--- config.mk ---
export PLATFORM = sky130hd
export DESIGN_NAME = jpeg_idct_pixbuf
export DESIGN_NICKNAME = d
export VERILOG_FILES = /design/src/rtl/jpeg_idct_pixbuf_pkg.sv /design/src/rtl/jpeg_idct_pixbuf_ram.sv /design/src/rtl/jpeg_idct_pixbuf.sv
export SDC_FILE = /design/constraint.sdc
export NUM_CORES = 1
export LEC_CHECK = 0
export CAP_MARGIN = 10
export CORE_AREA = 2 2 250 252
export DETAILED_ROUTE_END_ITERATION = 12
export DIE_AREA = 0 0 252 254
export GPL_TIMING_DRIVEN = 1
export PLACE_DENSITY = 0.92
export SLEW_MARGIN = 30
export SYNTH_ARGS = -nofsm -noshare
export SYNTH_HDL_FRONTEND = slang
export SYNTH_HIERARCHICAL = 1
export SYNTH_SLANG_ARGS = --single-unit
--- constraint.sdc ---
create_clock -name clk -period 7.99 [get_ports clk]
set_input_delay 1.598 -clock clk [delete_from_list [all_inputs] [get_ports clk]]
set_output_delay 1.598 -clock clk [all_outputs]
set_load 0.01 [all_outputs]
--- src/rtl/jpeg_idct_pixbuf_pkg.sv ---
// -----------------------------------------------------------------------------
// jpeg_idct_pixbuf_pkg
// Shared constants and types for the iDCT pixel buffer.
//   IN_W_DEF / OUT_W_DEF : default sample / pixel widths
//   LEVEL_SHIFT          : JPEG level shift added to every iDCT sample
//   PIX_MAX              : upper clamp value of an output pixel
//   rd_state_t           : read-side FSM states
// -----------------------------------------------------------------------------
package jpeg_idct_pixbuf_pkg;

   localparam int unsigned IN_W_DEF    = 9;
   localparam int unsigned OUT_W_DEF   = 8;
   localparam int unsigned LEVEL_SHIFT = 128;
   localparam int unsigned PIX_MAX     = 255;

   typedef enum logic [1:0] {
      RD_IDLE = 2'd0,
      RD_LOAD = 2'd1,
      RD_RUN  = 2'd2
   } rd_state_t;

endpackage

--- src/rtl/jpeg_idct_pixbuf_ram.sv ---
// -----------------------------------------------------------------------------
// jpeg_pixbuf_ram
// 128x8 buffer holding both ping-pong banks (address MSB = bank). Stored as
// two 64-entry halves: columns 0..3 written by port 0, columns 4..7 by port 1,
// so both samples of a pair are written in one cycle. One registered read port.
//   i_clk               : clock
//   i_we0/i_waddr0/i_wdata0 : write port, columns 0..3 ({bank,row,col[1:0]})
//   i_we1/i_waddr1/i_wdata1 : write port, columns 4..7 ({bank,row,col[1:0]})
//   i_raddr             : read address {bank,row,col}
//   o_rdata             : read data, valid the cycle after i_raddr
// -----------------------------------------------------------------------------
module jpeg_pixbuf_ram
   import jpeg_idct_pixbuf_pkg::*;
#(
   parameter int unsigned DATA_W = OUT_W_DEF
) (
   input  logic              i_clk,
   input  logic              i_we0,
   input  logic [5:0]        i_waddr0,
   input  logic [DATA_W-1:0] i_wdata0,
   input  logic              i_we1,
   input  logic [5:0]        i_waddr1,
   input  logic [DATA_W-1:0] i_wdata1,
   input  logic [6:0]        i_raddr,
   output logic [DATA_W-1:0] o_rdata
);

   logic [DATA_W-1:0] r_mem_lo [64];
   logic [DATA_W-1:0] r_mem_hi [64];
   logic [DATA_W-1:0] r_rdata;
   logic [5:0]        w_rsub;

   // Column bit 2 selects the half; remaining bits index within it.
   assign w_rsub = {i_raddr[6:3], i_raddr[1:0]};

   always_ff @(posedge i_clk) begin
      if (i_we0) r_mem_lo[i_waddr0] <= i_wdata0;
      if (i_we1) r_mem_hi[i_waddr1] <= i_wdata1;
      r_rdata <= i_raddr[2] ? r_mem_hi[w_rsub] : r_mem_lo[w_rsub];
   end

   assign o_rdata = r_rdata;

endmodule

--- src/rtl/jpeg_idct_pixbuf.sv ---
// -----------------------------------------------------------------------------
// jpeg_idct_pixbuf
// Level-shifts and clamps the 8x8 iDCT result stream, stores each block in a
// two-bank ping-pong buffer and replays it in raster order over valid/ready.
//   clk, rst                 : clock, asynchronous active-high reset
//   ProcessInit              : synchronous clear of all buffer state
//   DataInEnable/Page/Count  : sample pair strobe and position
//   Data0In / Data1In        : samples for column Count / 7-Count
//   DataInIdle               : a free bank can take a new block
//   Overflow                 : sticky, write arrived with no free bank
//   PixelValid/Ready/Data    : pixel output handshake and value
//   PixelX / PixelY          : column / row of the presented pixel
//   PixelLast                : presented pixel is (7,7)
// -----------------------------------------------------------------------------
module jpeg_idct_pixbuf
   import jpeg_idct_pixbuf_pkg::*;
#(
   parameter int unsigned IN_W  = IN_W_DEF,
   parameter int unsigned OUT_W = OUT_W_DEF
) (
   input  logic             clk,
   input  logic             rst,
   input  logic             ProcessInit,
   input  logic             DataInEnable,
   input  logic [2:0]       DataInPage,
   input  logic [1:0]       DataInCount,
   input  logic [IN_W-1:0]  Data0In,
   input  logic [IN_W-1:0]  Data1In,
   output logic             DataInIdle,
   output logic             Overflow,
   output logic             PixelValid,
   input  logic             PixelReady,
   output logic [OUT_W-1:0] PixelData,
   output logic [2:0]       PixelX,
   output logic [2:0]       PixelY,
   output logic             PixelLast
);

   localparam logic signed [IN_W:0] C_SHIFT   = (IN_W+1)'(LEVEL_SHIFT);
   localparam logic signed [IN_W:0] C_PIX_MAX = (IN_W+1)'(PIX_MAX);

   rd_state_t         r_state, w_state_nxt;
   logic [1:0]        r_full, w_full_nxt;
   logic              r_wr_ptr, r_rd_ptr, w_wr_ptr_nxt;
   logic [5:0]        r_cnt, w_cnt_inc, w_rd_pix;
   logic              r_idle, r_ovf;
   logic              w_wr_full, w_wr_en, w_complete, w_xfer, w_release, w_valid;
   logic signed [IN_W:0] w_v0, w_v1;
   logic [OUT_W-1:0]  w_pix0, w_pix1, w_rdata;

   // Level shift in IN_W+1 bits, then clamp to 0..PIX_MAX.
   always_comb begin
      w_v0 = $signed({Data0In[IN_W-1], Data0In}) + C_SHIFT;
      w_v1 = $signed({Data1In[IN_W-1], Data1In}) + C_SHIFT;
      if (w_v0[IN_W])             w_pix0 = '0;
      else if (w_v0 > C_PIX_MAX)  w_pix0 = OUT_W'(PIX_MAX);
      else                        w_pix0 = w_v0[OUT_W-1:0];
      if (w_v1[IN_W])             w_pix1 = '0;
      else if (w_v1 > C_PIX_MAX)  w_pix1 = OUT_W'(PIX_MAX);
      else                        w_pix1 = w_v1[OUT_W-1:0];
   end

   assign w_wr_full  = r_full[r_wr_ptr];
   assign w_wr_en    = DataInEnable & ~w_wr_full & ~ProcessInit;
   assign w_complete = w_wr_en & (DataInPage == 3'd7) & (DataInCount == 2'd3);
   assign w_cnt_inc  = r_cnt + 6'd1;

   // Read FSM next state / outputs.
   always_comb begin
      w_state_nxt = r_state;
      w_valid     = 1'b0;
      w_xfer      = 1'b0;
      w_release   = 1'b0;
      unique case (r_state)
         RD_IDLE: if (r_full[r_rd_ptr]) w_state_nxt = RD_LOAD;
         RD_LOAD: w_state_nxt = RD_RUN;
         RD_RUN: begin
            w_valid = 1'b1;
            if (PixelReady) begin
               w_xfer = 1'b1;
               if (r_cnt == 6'd63) begin
                  w_release   = 1'b1;
                  w_state_nxt = RD_IDLE;
               end
            end
         end
         default: w_state_nxt = RD_IDLE;
      endcase
   end

   // Bank flags: completion and release always target different banks.
   always_comb begin
      w_full_nxt = r_full;
      if (w_complete) w_full_nxt[r_wr_ptr] = 1'b1;
      if (w_release)  w_full_nxt[r_rd_ptr] = 1'b0;
      w_wr_ptr_nxt = r_wr_ptr ^ w_complete;
   end

   // Prefetch: on a transfer fetch the next pixel, otherwise re-read the
   // current one so the registered RAM output stays stable while stalled.
   assign w_rd_pix = w_xfer ? w_cnt_inc : r_cnt;

   always_ff @(posedge clk or posedge rst) begin
      if (rst) begin
         r_state <= RD_IDLE;
      end else if (ProcessInit) begin
         r_state <= RD_IDLE;
      end else begin
         r_state <= w_state_nxt;
      end
   end

   always_ff @(posedge clk or posedge rst) begin
      if (rst) begin
         r_full   <= '0;
         r_wr_ptr <= 1'b0;
         r_rd_ptr <= 1'b0;
         r_cnt    <= '0;
         r_idle   <= 1'b1;
         r_ovf    <= 1'b0;
      end else if (ProcessInit) begin
         r_full   <= '0;
         r_wr_ptr <= 1'b0;
         r_rd_ptr <= 1'b0;
         r_cnt    <= '0;
         r_idle   <= 1'b1;
         r_ovf    <= 1'b0;
      end else begin
         r_full   <= w_full_nxt;
         r_wr_ptr <= w_wr_ptr_nxt;
         r_rd_ptr <= r_rd_ptr ^ w_release;
         if (w_xfer) r_cnt <= w_cnt_inc;
         r_idle   <= ~w_full_nxt[w_wr_ptr_nxt];
         if (DataInEnable & w_wr_full) r_ovf <= 1'b1;
      end
   end

   jpeg_pixbuf_ram #(
      .DATA_W (OUT_W)
   ) u_ram (
      .i_clk    (clk),
      .i_we0    (w_wr_en),
      .i_waddr0 ({r_wr_ptr, DataInPage, DataInCount}),
      .i_wdata0 (w_pix0),
      .i_we1    (w_wr_en),
      .i_waddr1 ({r_wr_ptr, DataInPage, ~DataInCount}),
      .i_wdata1 (w_pix1),
      .i_raddr  ({r_rd_ptr, w_rd_pix}),
      .o_rdata  (w_rdata)
   );

   assign DataInIdle = r_idle;
   assign Overflow   = r_ovf;
   assign PixelValid = w_valid;
   assign PixelData  = w_valid ? w_rdata : '0;
   assign PixelX     = r_cnt[2:0];
   assign PixelY     = r_cnt[5:3];
   assign PixelLast  = w_valid & (r_cnt == 6'd63);

endmodule

## Yosys cells after proc, flatten, opt, wreduce, memory -nomap -nowiden

Memories as Yosys holds them, arrays and structs flattened.
Index checks and enable logic that the tools add are counted.

- $add $sub $neg: 3
- Multipliers: 0
- Div/mod/pow operators: 0
- Order comparisons: 7
- Eq/ne operators: 8
- Shift-type cells: 0
- Multiplexer cells: 39
- Bitwise gates (word level): 15
- Reductions and logical operators: 5

Operators with widths:

| kind | count |
|---|---|
| 2-to-1 mux 8 bit | 6 |
| 2-to-1 mux 1 bit | 21 |
| adder 9 x 9 -> 10 bit, second input constant | 2 |
| greater-than comparator 10 x 9 -> 1 bit, second input constant | 2 |
| 2-to-1 mux 2 bit | 7 |
| 2-to-1 mux 6 bit | 2 |
| inequality test 3 bit, second input constant | 3 |
| adder 6 x 1 -> 6 bit, second input constant | 1 |
| bitwise AND 1 bit | 6 |
| == test 6 bit, second input constant | 1 |
| < comparator 1 x 2 -> 1 bit, second input constant | 3 |
| one-hot mux 2 bit (3 select lines) | 1 |
| == test 2 bit, second input constant | 2 |
| inverter 2 bit | 2 |
| == test 3 bit, second input constant | 1 |
| inverter 1 bit | 3 |
| AND reduction 3 bit | 1 |
| bitwise AND 2 bit | 1 |
| demux 1 bit (select 1 bit) | 2 |
| == test 2 x 1 -> 1 bit, second input constant | 1 |
| greater-or-equal comparator 1 bit, second input constant | 2 |
| logical AND 1 bit | 2 |
| logical NOT 2 bit | 1 |
| OR 2 bit | 1 |
| 2 further kinds | 3 |

- Flip-flop bits (word level): 22
- Latch bits: 0
- Bits in writable memories: 1,024
- Memory bits (read-only): 0
- Input port bits: 28
- Word-level logic and storage cells: 87
- Memories: 2

Memory list:

| memory | words | bits a word | read ports | clocked after Yosys merged registers in | wr ports | line | text |
|---|---|---|---|---|---|---|---|
| u_ram.r_mem_hi | 64 | 8 | 1 | 0 | 1 | jpeg_idct_pixbuf_ram.sv:29 | `logic [DATA_W-1:0] r_mem_hi [64];` |
| u_ram.r_mem_lo | 64 | 8 | 1 | 0 | 1 | jpeg_idct_pixbuf_ram.sv:28 | `logic [DATA_W-1:0] r_mem_lo [64];` |

## Logic depth before layout (Yosys ltp)

- Depth in word-level cells: 14
- Depth in mapped cells: 10
- Depth with buffers taken out: 7

## Modules after synthesis

The synthesis kept the hierarchy.

By module, submodules not included:

| module | instances | cells each | area an instance (um^2) | sequential area each (um^2) |
|---|---|---|---|---|
| jpeg_pixbuf_ram | 1 | 1,642 | 39,709.3 | 30,909.6 |
| jpeg_idct_pixbuf | 1 | 125 | 1,004.7 | 351.6 |

## Worst setup path after synthesis

No wires, ideal clock.

- Path type: input -> register
- From: in Data1In[7]
- To: mem u_ram/r_mem_hi[0][7] in the netlist's numbering (data pin)
- Setup time: 0.548 ns
- Arrival time: 4.086 ns
- Data required time: 7.442 ns
- Path slack: 3.356 ns
- Cell stages on the path: 6
- Path buffers: 1
- Cells stage by stage: inv_1 > ha_1 > clkbuf_1 > xnor2_1 > nor2_1 > a21oi_1

- Longest elaborated chain between the ends: 4

Ends and longest elaborated chain:

| item | line | text |
|---|---|---|
| start, declared | jpeg_idct_pixbuf.sv:28 | `input logic [IN_W-1:0] Data1In,` |
| adder 9 x 9 -> 10 bit * | jpeg_idct_pixbuf.sv:54 | `w_v1 = $signed({Data1In[IN_W-1], Data1In}) + C_SHIFT;` |
| greater-than comparator 10 x 9 -> 1 bit | jpeg_idct_pixbuf.sv:59 | `else if (w_v1 > C_PIX_MAX) w_pix1 = OUT_W'(PIX_MAX);` |
| 2-to-1 mux 8 bit | jpeg_idct_pixbuf.sv:59 |  |
| 2-to-1 mux 8 bit * | jpeg_idct_pixbuf.sv:58 | `if (w_v1[IN_W]) w_pix1 = '0;` |
| via w_pix1[7] | jpeg_idct_pixbuf.sv:49 | `logic [OUT_W-1:0] w_pix0, w_pix1, w_rdata;` |
| end, declared | jpeg_idct_pixbuf_ram.sv:29 |  |

Mark *: on every way through the listed nets, which the timed path passes. The rest lies on a longest branch.

## Final worst setup path

- From: in PixelReady
- To: reg u_ram.r_rdata[3], in the netlist u_ram/o_rdata[3]

- Longest elaborated chain between the ends: 5
- Elaborated cells between the ends (all ways): 6

Ends and longest elaborated chain:

| item | line | text |
|---|---|---|
| start, declared | jpeg_idct_pixbuf.sv:32 | `input logic PixelReady,` |
| 2-to-1 mux 1 bit * | jpeg_idct_pixbuf.sv:79 | `if (PixelReady) begin` |
| 2-to-1 mux 1 bit * | jpeg_idct_pixbuf.sv:74 | `unique case (r_state)` |
| 2-to-1 mux 6 bit * | n/a |  |
| via w_rd_pix[3] | jpeg_idct_pixbuf.sv:45 | `logic [5:0] r_cnt, w_cnt_inc, w_rd_pix;` |
| memory (64 x 8 bit) (on tied branches) | n/a |  |
| 2-to-1 mux 8 bit * | jpeg_idct_pixbuf_ram.sv:39 | `r_rdata <= i_raddr[2] ? r_mem_hi[w_rsub] : r_mem_lo[w_rsub];` |
| end signal, assigned | jpeg_idct_pixbuf_ram.sv:39 |  |
| end, declared | jpeg_idct_pixbuf_ram.sv:30 | `logic [DATA_W-1:0] r_rdata;` |

Marks and branches as above.
A chain may end at the register's enable or synchronous reset.

==> metrics <==
FF/Latch Area=between 30000 and 40000 um2; post_cts resized=0; setup violators final=0; via density per instance=between 7 and 8; max frequency=180 MHz; Slew Limit Headroom=0.277; initial antenna violation count=4; PwrDens=around 240 nW/um2; Starting DRT DRC Count=3775; count leader, synth=edfxtp_1; RSZ-0062 raised after global routing=no; routed wire length=113 mm; CP max FO=57; Core Rows=91; drt wl/cell=between 40 and 50 um; area of the multi-input gates=9280 um2; dpl cell area=42300 um2; synth unique cells=slightly above 40; simple logic cell fraction of the synthesized area=0.0254; Filler cells=roughly 2800; largest net degree at the start of global routing=87; adder-cell share of the synthesized area=0.000922; Worst Path Required=8530 ps; post-route ant nets=0; global-route wire length before repair=about 160 mm; commonest cells in the synthesized netlist=1024 x edfxtp_1, 336 x mux4_2, 140 x nor2_1; CP Class=in2reg; crit end category=flip-flop; detailed placement HPWL=roughly 59 mm; synth top area cells=edfxtp_1 76%, mux4_2 19%, nor2_1 1.3%; H-tree depth=3; Pins Over Slew Limit=0; max-cap viol count=0; Post-synth EDFFs=slightly above 1000; Sum Neg Setup Slack=0 ps; vias in the first global route=21100; area grow syn2layout=11.6%; via count=between 20000 and 25000; Post-CTS Setup Inserts=0; final hold vios=0; Post-layout nets=1878; initial core utilization=0.665; die height=between 200 and 300 um; GR Util All Layers=0.363; clk_lat worst skew=roughly 660 ps; Worst Skew=roughly 21 ps; XOR/XNOR share of the synthesized area=0.00191; Synth Area in Compound Gates=0.00274; Yosys top cell by area=edfxtp_1; total grt overflow=0; Hold-fix buffers, CTS=0; num ports=46; Seq/Total Area, Yosys=0.768; CTS sink cnt=between 1000 and 1500; clock transition at the registers of the reported paths=70 ps; Tmin final=5570 ps; Yosys top cell area share=0.755; Syn Inst Count=approximately 1800; net count after synthesis=1798; Post-synth ARST share=0.0134; Worst Hold Class=reg2reg; layout cells sized above 1=0.296; router iterations before antenna repair=6; core footprint=between 60000 and 70000 um2; WP data arrival=6110 ps; Final Wtd Congestion=0.822; placed cell count=~2500; largest family of logic cells by synthesized area=multiplexers; Layout Cells excl Fill=around 2700; Root Buffer=clkbuf_16; number of warnings issued by yosys=6; DRC violations left=0; Port Buffers=45; Max Root-Sink Buffers=3; status=completed; Setup crit start kind=input port; CTS Buf Count=94; Leak=13.5 nW; worst vdd ir=~0.00015 V; syn_area_per_cell=roughly 23 um2; Tightest Pin Transition=around 1100 ps; top_reg_cell synth=edfxtp_1; post-synthesis mux area share=0.189; synthesized cell area=roughly 40000 um2; Die Wd=around 250 um; Die ar.=~64000 um2; CTS tree=done; Synth Register Bits=about 1000; Final period util=0.697; Final Cell Area=around 45000 um2
final cells by class:
type | count | share of cell area
Antenna cell | 3 | 0.000165
Timing Repair Buffer | 81 | 0.0169
Multi-Input combinational cell | 603 | 0.204
Sequential cell | 1046 | 0.688
Inverter | 21 | 0.00173
Clock inverter | 35 | 0.00862
Clock buffer | 138 | 0.0586
Tap cell | 790 | 0.0218
final timing paths:
| check | from | endpoint | slack (ps) | depth (start not counted) |
|---|---|---|---|---|
| min reg2reg | r_state[0]$_DFFE_PP0P_ | r_state[0]$_DFFE_PP0P_ | 570 | 1 |
| max reg2reg | r_cnt[2]$_DFF_PP0_ | u_ram/o_rdata[3]$_DFF_P_ | 3340 | 8 |
| max in group asynchronous | rst | r_wr_ptr$_DFF_PP0_ | 6280 | 2 |
| min | r_state[0]$_DFFE_PP0P_ | r_state[0]$_DFFE_PP0P_ | 570 | 1 |
| min in group asynchronous | rst | r_state[1]$_DFFE_PP0P_ | 1290 | 2 |
| max | PixelReady | u_ram/o_rdata[3]$_DFF_P_ | 2420 | 9 |
layer usage:
layer | global-route usage | routed length (um) | vias up
met5 | 0 | 24 | -
met4 | 0.211 | 8000 | 4
met3 | 0.0692 | 13300 | 442
met2 | 0.594 | 56200 | 2204
met1 | 0.463 | 35100 | 10800
li1 | - | - | 7604
power by group:
group	total [mW]	switching [mW]	internal, mW
clock	4.57	2.00	2.57
combinational	0.292	0.240	0.0518
sequential	6.12	0.00540	6.12
total	11.0	2.24	8.74
cell usage in the layout, fill, tap and decap left out, drive strengths merged, types with 4 or more instances in the layout:
| cell type | netlist | final |
|---|---|---|
| edfxtp | 1024 | 1024 |
| mux4 | 336 | 336 |
| nor2 | 140 | 140 |
| clkbuf | 55 | 138 |
| clkdlybuf4s50 | 0 | 43 |
| buf | 42 | 38 |
| inv | 21 | 24 |
| clkinv | 0 | 21 |
| a21oi | 18 | 18 |
| nor2b | 14 | 14 |
| dfrtp | 13 | 13 |
| nand3 | 12 | 12 |
| nand2 | 12 | 12 |
| mux2 | 10 | 10 |
| and2 | 8 | 8 |
| bufinv | 0 | 8 |
| dfxtp | 8 | 8 |
| nand3b | 7 | 7 |
| nand4 | 6 | 6 |
| xnor2 | 6 | 6 |
| nor3 | 5 | 5 |
| nand2b | 4 | 4 |
worst max-delay path: stages:
cell and delay [ps]:
clkdlybuf4s50_1 530, nand3b_1 240, nor2_1 360, xor2_4 570, buf_4 830, mux4_2 450, mux4_2 570, mux4_2 600
mux2_2 310
logic make-up (layout without fill, tap and decap cells):
kind of cell	Yosys count	after routing
DFF	1046	1046
muxes	348	348
AOI/OAI and AO/OA	21	21
xor gates and xnor gates	8	8
and+or+nand+nor	223	223
other	0	3
buffers and inverters	118	275
adders and majority gates	3	3
sequential cells by signal, indices dropped and copies added, names as in the netlist:
signal and cells:
r_rd_ptr 1, Overflow 1, r_wr_ptr 1, r_state 2, u_ram/o_rdata 8, u_ram/r_mem_lo 512, r_cnt 6, r_full 2
u_ram/r_mem_hi 512, DataInIdle 1
through the flow:
step / hold slack [ps] / utilization / setup slack, ps / total power, mW
floorplan: 452 / - / 3360 / 6.37
global placement: 481 / 0.691 / 2230 / 6.48
detailed placement: 490 / 0.691 / 2040 / 6.51
CTS: 544 / 0.741 / 2530 / 11.0
global route: 569 / 0.742 / 2440 / 11.2
finish: 566 / 0.742 / 2420 / 11.0
Power figures use the tool's default switching activity.
